==> src/rtl/packet_matrix_scheduler.sv <==
// Packet-granular output scheduler: least-recently-served matrix arbitration
// with the grant held on one requester from its first flit until its tail
// flit handshakes. The datapath is a pure combinational mux; there is no flit storage.

// One arbitration lane: this requester wins if it is requesting and beats
// every other active requester (the diagonal of its row is tied high).
module psched_lane #(
    parameter int NUM = 4
) (
    input  logic           req,
    input  logic [NUM-1:0] valid,
    input  logic [NUM-1:0] beats,
    output logic           win
);
    assign win = req & (&(beats | ~valid));
endmodule

module packet_matrix_scheduler #(
    parameter int NUM    = 4,
    parameter int DATA_W = 32
) (
    input  logic                  clk,
    input  logic                  rst,
    input  logic [NUM-1:0]        i_valid,
    input  logic [NUM-1:0]        i_last,
    input  logic [NUM*DATA_W-1:0] i_data,
    output logic [NUM-1:0]        o_ready,
    output logic                  o_valid,
    output logic                  o_last,
    output logic [DATA_W-1:0]     o_data,
    input  logic                  i_ready,
    output logic [NUM-1:0]        o_owner,
    output logic                  o_busy
);
    localparam int IW = (NUM > 1) ? $clog2(NUM) : 1;

    typedef enum logic {IDLE, LOCKED} state_t;

    state_t                       state, state_nxt;
    logic [IW-1:0]                owner, owner_nxt, win_idx, upd_idx;
    logic                         upd_en, any_win, hs, cmp;
    logic [NUM-1:0][NUM-1:0]      upper;   // stored bits, only i<j populated
    logic [NUM-1:0][NUM-1:0]      prio;    // full view: prio[i][j]=1 -> i beats j
    logic [NUM-1:0][NUM-1:0]      valid_rep;
    logic [NUM-1:0]               win, own_oh;
    logic [NUM-1:0][DATA_W-1:0]   data_v;

    assign data_v = i_data;
    assign own_oh = NUM'(1) << owner;

    // Upper triangle flops; the lower triangle is implied by antisymmetry.
    for (genvar gi = 0; gi < NUM; gi++) begin : g_row
        for (genvar gj = 0; gj < NUM; gj++) begin : g_col
            if (gi < gj) begin : g_up
                logic q;
                // Winner drops below everyone: clear its row bit, set its column bit.
                always_ff @(posedge clk) begin
                    if (!rst)                                   q <= 1'b1;
                    else if (upd_en && upd_idx == IW'(gi))      q <= 1'b0;
                    else if (upd_en && upd_idx == IW'(gj))      q <= 1'b1;
                end
                assign upper[gi][gj] = q;
                assign prio[gi][gj]  = q;
            end else begin : g_nostore
                assign upper[gi][gj] = 1'b0;
            end
        end
    end

    for (genvar gi = 0; gi < NUM; gi++) begin : g_view
        for (genvar gj = 0; gj < NUM; gj++) begin : g_col
            if (gi > gj) begin : g_lo
                assign prio[gi][gj] = ~upper[gj][gi];
            end else if (gi == gj) begin : g_diag
                assign prio[gi][gj] = 1'b1;
            end
        end
        assign valid_rep[gi] = i_valid;
    end

    psched_lane #(.NUM(NUM)) u_lane [NUM-1:0] (
        .req   (i_valid),
        .valid (valid_rep),
        .beats (prio),
        .win   (win)
    );

    // Encode the (one-hot) winner.
    always_comb begin
        win_idx = '0;
        for (int k = 0; k < NUM; k++)
            if (win[k]) win_idx = IW'(k);
    end

    assign any_win = |win;

    // Output mux: locked owner, or this cycle's arbitration winner.
    always_comb begin
        o_owner = '0;
        o_valid = 1'b0;
        o_last  = 1'b0;
        o_data  = '0;
        o_ready = '0;
        if (state == LOCKED) begin
            o_owner = own_oh;
            o_valid = i_valid[owner];
            o_last  = i_valid[owner] & i_last[owner];
            o_data  = data_v[owner];
            o_ready = own_oh & {NUM{i_ready}};
        end else if (any_win) begin
            o_owner = win;
            o_valid = 1'b1;
            o_last  = i_last[win_idx];
            o_data  = data_v[win_idx];
            o_ready = win & {NUM{i_ready}};
        end
    end

    assign hs     = o_valid & i_ready;
    assign cmp    = hs & o_last;
    assign o_busy = (state == LOCKED);

    // Next state: lock on any offered flit that does not complete a packet.
    always_comb begin
        state_nxt = state;
        owner_nxt = owner;
        upd_en    = 1'b0;
        upd_idx   = (state == LOCKED) ? owner : win_idx;
        case (state)
            IDLE: begin
                if (any_win) begin
                    if (cmp) begin
                        upd_en = 1'b1;
                    end else begin
                        state_nxt = LOCKED;
                        owner_nxt = win_idx;
                    end
                end
            end
            LOCKED: begin
                if (cmp) begin
                    state_nxt = IDLE;
                    upd_en    = 1'b1;
                end
            end
            default: state_nxt = IDLE;
        endcase
    end

    // State register; reset abandons any packet in flight.
    always_ff @(posedge clk) begin
        if (!rst) begin
            state <= IDLE;
            owner <= '0;
        end else begin
            state <= state_nxt;
            owner <= owner_nxt;
        end
    end
endmodule

==> config.mk <==
export PLATFORM = sky130hd
export DESIGN_NAME = packet_matrix_scheduler
export DESIGN_NICKNAME = d
export VERILOG_FILES = /design/src/rtl/packet_matrix_scheduler.sv
export SDC_FILE = /design/constraint.sdc
export NUM_CORES = 1
export LEC_CHECK = 0
export CAP_MARGIN = 40
export CORE_UTILIZATION = 37
export DETAILED_ROUTE_END_ITERATION = 6
export GPL_TIMING_DRIVEN = 0
export MAX_ROUTING_LAYER = met4
export PLACE_DENSITY = 0.85
export SLEW_MARGIN = 20
export SYNTH_ARGS = -nofsm -noshare
export SYNTH_HDL_FRONTEND = slang
export SYNTH_SLANG_ARGS = --single-unit
export TNS_END_PERCENT = 1
==> constraint.sdc <==
create_clock -name clk -period 2.45 [get_ports clk]
set_clock_uncertainty 0.05 [all_clocks]
set_input_delay 0.49 -clock clk [delete_from_list [all_inputs] [get_ports clk]]
set_output_delay 0.49 -clock clk [all_outputs]
set_load 0.01 [all_outputs]
==> impl_table.tex <==
\begin{tabular}{lr}
\hline
Metric & Value \\
\hline
\multicolumn{2}{l}{\textbf{STA}} \\
\quad Worst-Margin Slew & 494 ps \\
\quad RSZ-0062 raised after global routing & yes \\
\quad Maximum achievable frequency & 380 MHz \\
\quad Final Max Tran Viols & 0 \\
\quad Worst slew margin relative to its limit & about two thirds \\
\quad Final setup violating endpoints & 34 \\
\quad Part of the cycle the worst path needs & 107\% \\
\quad TNS Setup & -4540 ps \\
\quad Hold Vio Cnt, Final & 0 \\
\quad Smallest setup slack after layout & -180 ps \\
\quad Final critical path time including I/O delays and setup & 2630 ps \\
\multicolumn{2}{l}{\textbf{Clocking}} \\
\quad Root buf cell & clkbuf\_8 \\
\quad Clock buffer count from CTS & 3 \\
\quad Number of levels in the clock H-tree & 1 \\
\quad Clock Path Buffers & 2 \\
\quad Sink count of the clock tree & 9 \\
\quad Clock slew seen by the registers of the worst setup and hold paths & 50 ps \\
\quad Hold\_buf cts & 0 \\
\quad Clock tree from TritonCTS & built \\
\quad Worst skew pair latency & 250 ps \\
\multicolumn{2}{l}{\textbf{Yosys}} \\
\quad Syn Std Cell Area & 2740 um\^{}2 \\
\quad Average cell area after synthesis & between 8 and 9 um\^{}2 \\
\quad Area share of xor/xnor cells in the synthesized design & 0\% \\
\quad Synth Area in Simple Gates & 12.3\% \\
\quad Synthesized-area fraction occupied by ao, oa, aoi and oai cells & roughly 34\% \\
\quad Yosys cell types & 42 \\
\quad Number of synthesized register bits & 9 \\
\quad Part of the Yosys area used for sequential elements & 6.59\% \\
\quad Cell count after synthesis & 317 \\
\quad Net count of the mapped netlist & about 460 \\
\quad Main combinational cell family by area after synthesis & multiplexers \\
\quad Mux cell area share after synthesis & 40.5\% \\
\quad Warnings from Yosys & 0 \\
\quad Post-synthesis adder-cell area fraction & 0\% \\
\multicolumn{2}{l}{\textbf{Routing}} \\
\quad Routed via count & 3858 \\
\quad Router iterations before antenna repair & 5 \\
\quad Number of nets still failing antenna checks after routing & 0 \\
\quad Average detailed-routed wire length per instance & 20.8 um \\
\quad First-iteration detailed-routing DRC count & 212 \\
\quad WL final & $\sim$13 mm \\
\quad Number of vias per cell after detailed routing & 6.30 \\
\quad Residual DRC count & 0 \\
\multicolumn{2}{l}{\textbf{Final layout}} \\
\quad Final instance area & 5010 um\^{}2 \\
\quad Leading cell types in the layout, fill and taps excluded & clkdlybuf4s50\_1 (134), nand2\_1 (41), buf\_2 (37) \\
\quad Signed area change from the synthesized netlist to the final layout & 83.3\% \\
\quad Number of diodes added for antenna fixing & 0 \\
\quad Most common library cell in the layout ignoring fill and taps & clkdlybuf4s50\_1 \\
\quad Number of nets in the layout & 656 \\
\quad Fraction of final layout cells sized beyond drive strength 1 & 29.5\% \\
\quad Post-route insts no fill & between 600 and 700 \\
\multicolumn{2}{l}{\textbf{Placement}} \\
\quad Final HPWL DP & 9.22 mm \\
\quad Cell Count Post-Placement & 593 \\
\quad Port buffer count & 180 \\
\quad Placement Cell Area & 4660 um\^{}2 \\
\quad GPL Wtd Cong & 0.967 \\
\multicolumn{2}{l}{\textbf{Floorplan}} \\
\quad Number of placement rows & 30 \\
\quad IO Pins & 182 \\
\quad Horizontal die dimension & 88.0 um \\
\quad Starting utilization of the core area & 39.2\% \\
\quad Die H & 88.0 um \\
\quad Core outline area & $\sim$7000 um\^{}2 \\
\quad Die area & 7740 um\^{}2 \\
\multicolumn{2}{l}{\textbf{Setup path}} \\
\quad Reg2reg path depth & 9 \\
\quad Worst Setup End Kind & output port \\
\quad Cell type of the slowest stage on the worst timing path & a22o\_2 \\
\quad Most common cell on crit path & buf\_8 \\
\quad Cells along the critical path & buf\_8 > a22o\_2 > or2\_4 > a41oi\_4 > buf\_8 > clkbuf\_8 > a22o\_1 > buf\_2 \\
\quad Critical setup path kind & in2out \\
\quad Reg-to-reg critical path startpoint & g\_row[1].g\_col[2].g\_up.q \\
\quad Top fanout value on the critical path & 8 \\
\quad End of the worst register-to-register path & g\_row[2].g\_col[3].g\_up.q \\
\quad Kind of start point of the critical path & primary input \\
\quad R2r setup slk & 180 ps \\
\quad Critical path arrival & 2090 ps \\
\quad Slowest Stage Delay on Critical Path & 320 ps \\
\quad CP required & between 1500 and 2000 ps \\
\multicolumn{2}{l}{\textbf{Run}} \\
\quad Max-capacitance violation count & 0 \\
\multicolumn{2}{l}{\textbf{GRT}} \\
\quad Via count of the first global-routing pass & about 4.0k \\
\quad Final global-route overflow total & 0 \\
\quad First-pass GRT wire length & approximately 19 mm \\
\quad Number of antenna violations at the first check in global routing & 0 \\
\quad Overall routing resource usage & between 30\% and 40\% \\
\quad Largest net degree at the start of global routing & 11 \\
\multicolumn{2}{l}{\textbf{Worst hold path}} \\
\quad Hold-critical path depth & 2 \\
\quad End point of the worst hold path & g\_row[0].g\_col[1].g\_up.q \\
\quad HP Start & g\_row[0].g\_col[1].g\_up.q \\
\quad Worst hold path class & reg2reg \\
\multicolumn{2}{l}{\textbf{Power and ir drop}} \\
\quad Peak ir drop on the vdd network & 0.343 mV \\
\quad Power density relative to cell area & 442 nW/um\^{}2 \\
\quad Static power due to leakage & 2.04 nW \\
\multicolumn{2}{l}{\textbf{Outcome}} \\
\quad Violations in the final reports & setup timing \\
\quad Outcome & finished, violations left \\
\hline
\end{tabular}
==> metrics by stage <==
stage	power, mW	worst slack (ps)	hold slack [ps]	util [%]
floorplan	1.10	90.7	393	-
global placement	1.85	-1390	413	66.7
detailed placement	1.88	-1440	423	66.7
CTS	2.14	-243	431	70.9
global route	2.34	-203	470	71.8
finish	2.21	-180	440	71.8
==> power by group <==
| part | leakage [nW] | switching [mW] | internal [mW] | total, mW |
|---|---|---|---|---|
| sequential | 0.0744 | 0.0270 | 0.168 | 0.195 |
| clock | 0.0255 | 0.0770 | 0.112 | 0.189 |
| combinational | 1.94 | 0.818 | 1.01 | 1.83 |
| total | 2.04 | 0.922 | 1.29 | 2.21 |
==> registers in the layout, summed over array words and instances (netlist names) <==
register	count
g_row.g_col.g_up.q	6
o_busy	1
owner	2
==> timing repair <==
item | in CTS | in global routing
buffers inserted | 11 | 2
pin swaps | 36 | 10
endpoints found under the setup margin | 51 | 41
gates cloned | 3 | 0
resized for setup | 247 | 41
==> worst max-delay path, delay by kind of cell <==
family / cells / cell delay [ps]
compound gates: 3 / 700
buf+inv: 4 / 600
simple gates: 1 / 280
==> layer usage <==
layer,track usage (%),part of all wire (%)
met1,37.9,38
met2,57.3,50
met3,5.09,9.1
met4,11.9,2.3
met5,-,0
==> kinds of logic (layout without fill, tap and decap cells) <==
family | count (synthesis) | in the layout
AOI/OAI and AO/OA | 126 | 126
and+or+nand+nor | 71 | 71
muxes | 68 | 68
buffers and inverters | 43 | 242
DFF | 9 | 9
==> Yosys cell counts, drive strengths merged <==
master	number	area [um^2]
nand2	41	154
o21ai	35	175
a22o	34	298
mux4	34	766
mux2i	33	330
o211ai	32	240
clkbuf	23	86.3
buf	12	57.6
dfxtp	9	180
inv	8	30.0
a31oi	5	31.3
nand2b	5	31.3
nor3	5	25.0
nand3	4	20.0
a21oi	3	15.0
and3	3	18.8
nor2	3	11.3
a311oi	2	17.5
a41oi	2	36.3
nor2b	2	12.5
o21bai	2	15.0
o311a	2	20.0
o31ai	2	15.0
or3	2	17.5
a21bo	1	10.0
a21boi	1	7.51
a2bb2oi	1	15.0
and2	1	6.26
and4	1	8.76
and4b	1	10.0
mux2	1	11.3
nand3b	1	7.51
nand4	1	6.26
o2111ai	1	8.76
o311ai	1	8.76
o31a	1	8.76
o32ai	1	16.3
or2	1	6.26
==> cell type report <==
type	instances	area [um^2]
well taps	96	120
inverters	8	30.0
multi-input cells	265	2510
fillers	568	1970
clock buffers	3	41.3
plain buffers	34	329
clock inverters	1	5.00
repair buffers	196	1790
flip-flops and latches	9	185
==> worst max-delay path by stage <==
stage,from,to,depth (start not counted)
floorplan,i_valid[3],o_data[13],7
global placement,i_valid[1],o_data[25],8
detailed placement,i_valid[1],o_data[15],8
CTS,i_valid[1],o_data[25],8
global route,g_row[1].g_col[2].g_up.q,o_data[5],7
finish,i_valid[1],o_data[18],8
(Power assumes the default switching activity.)
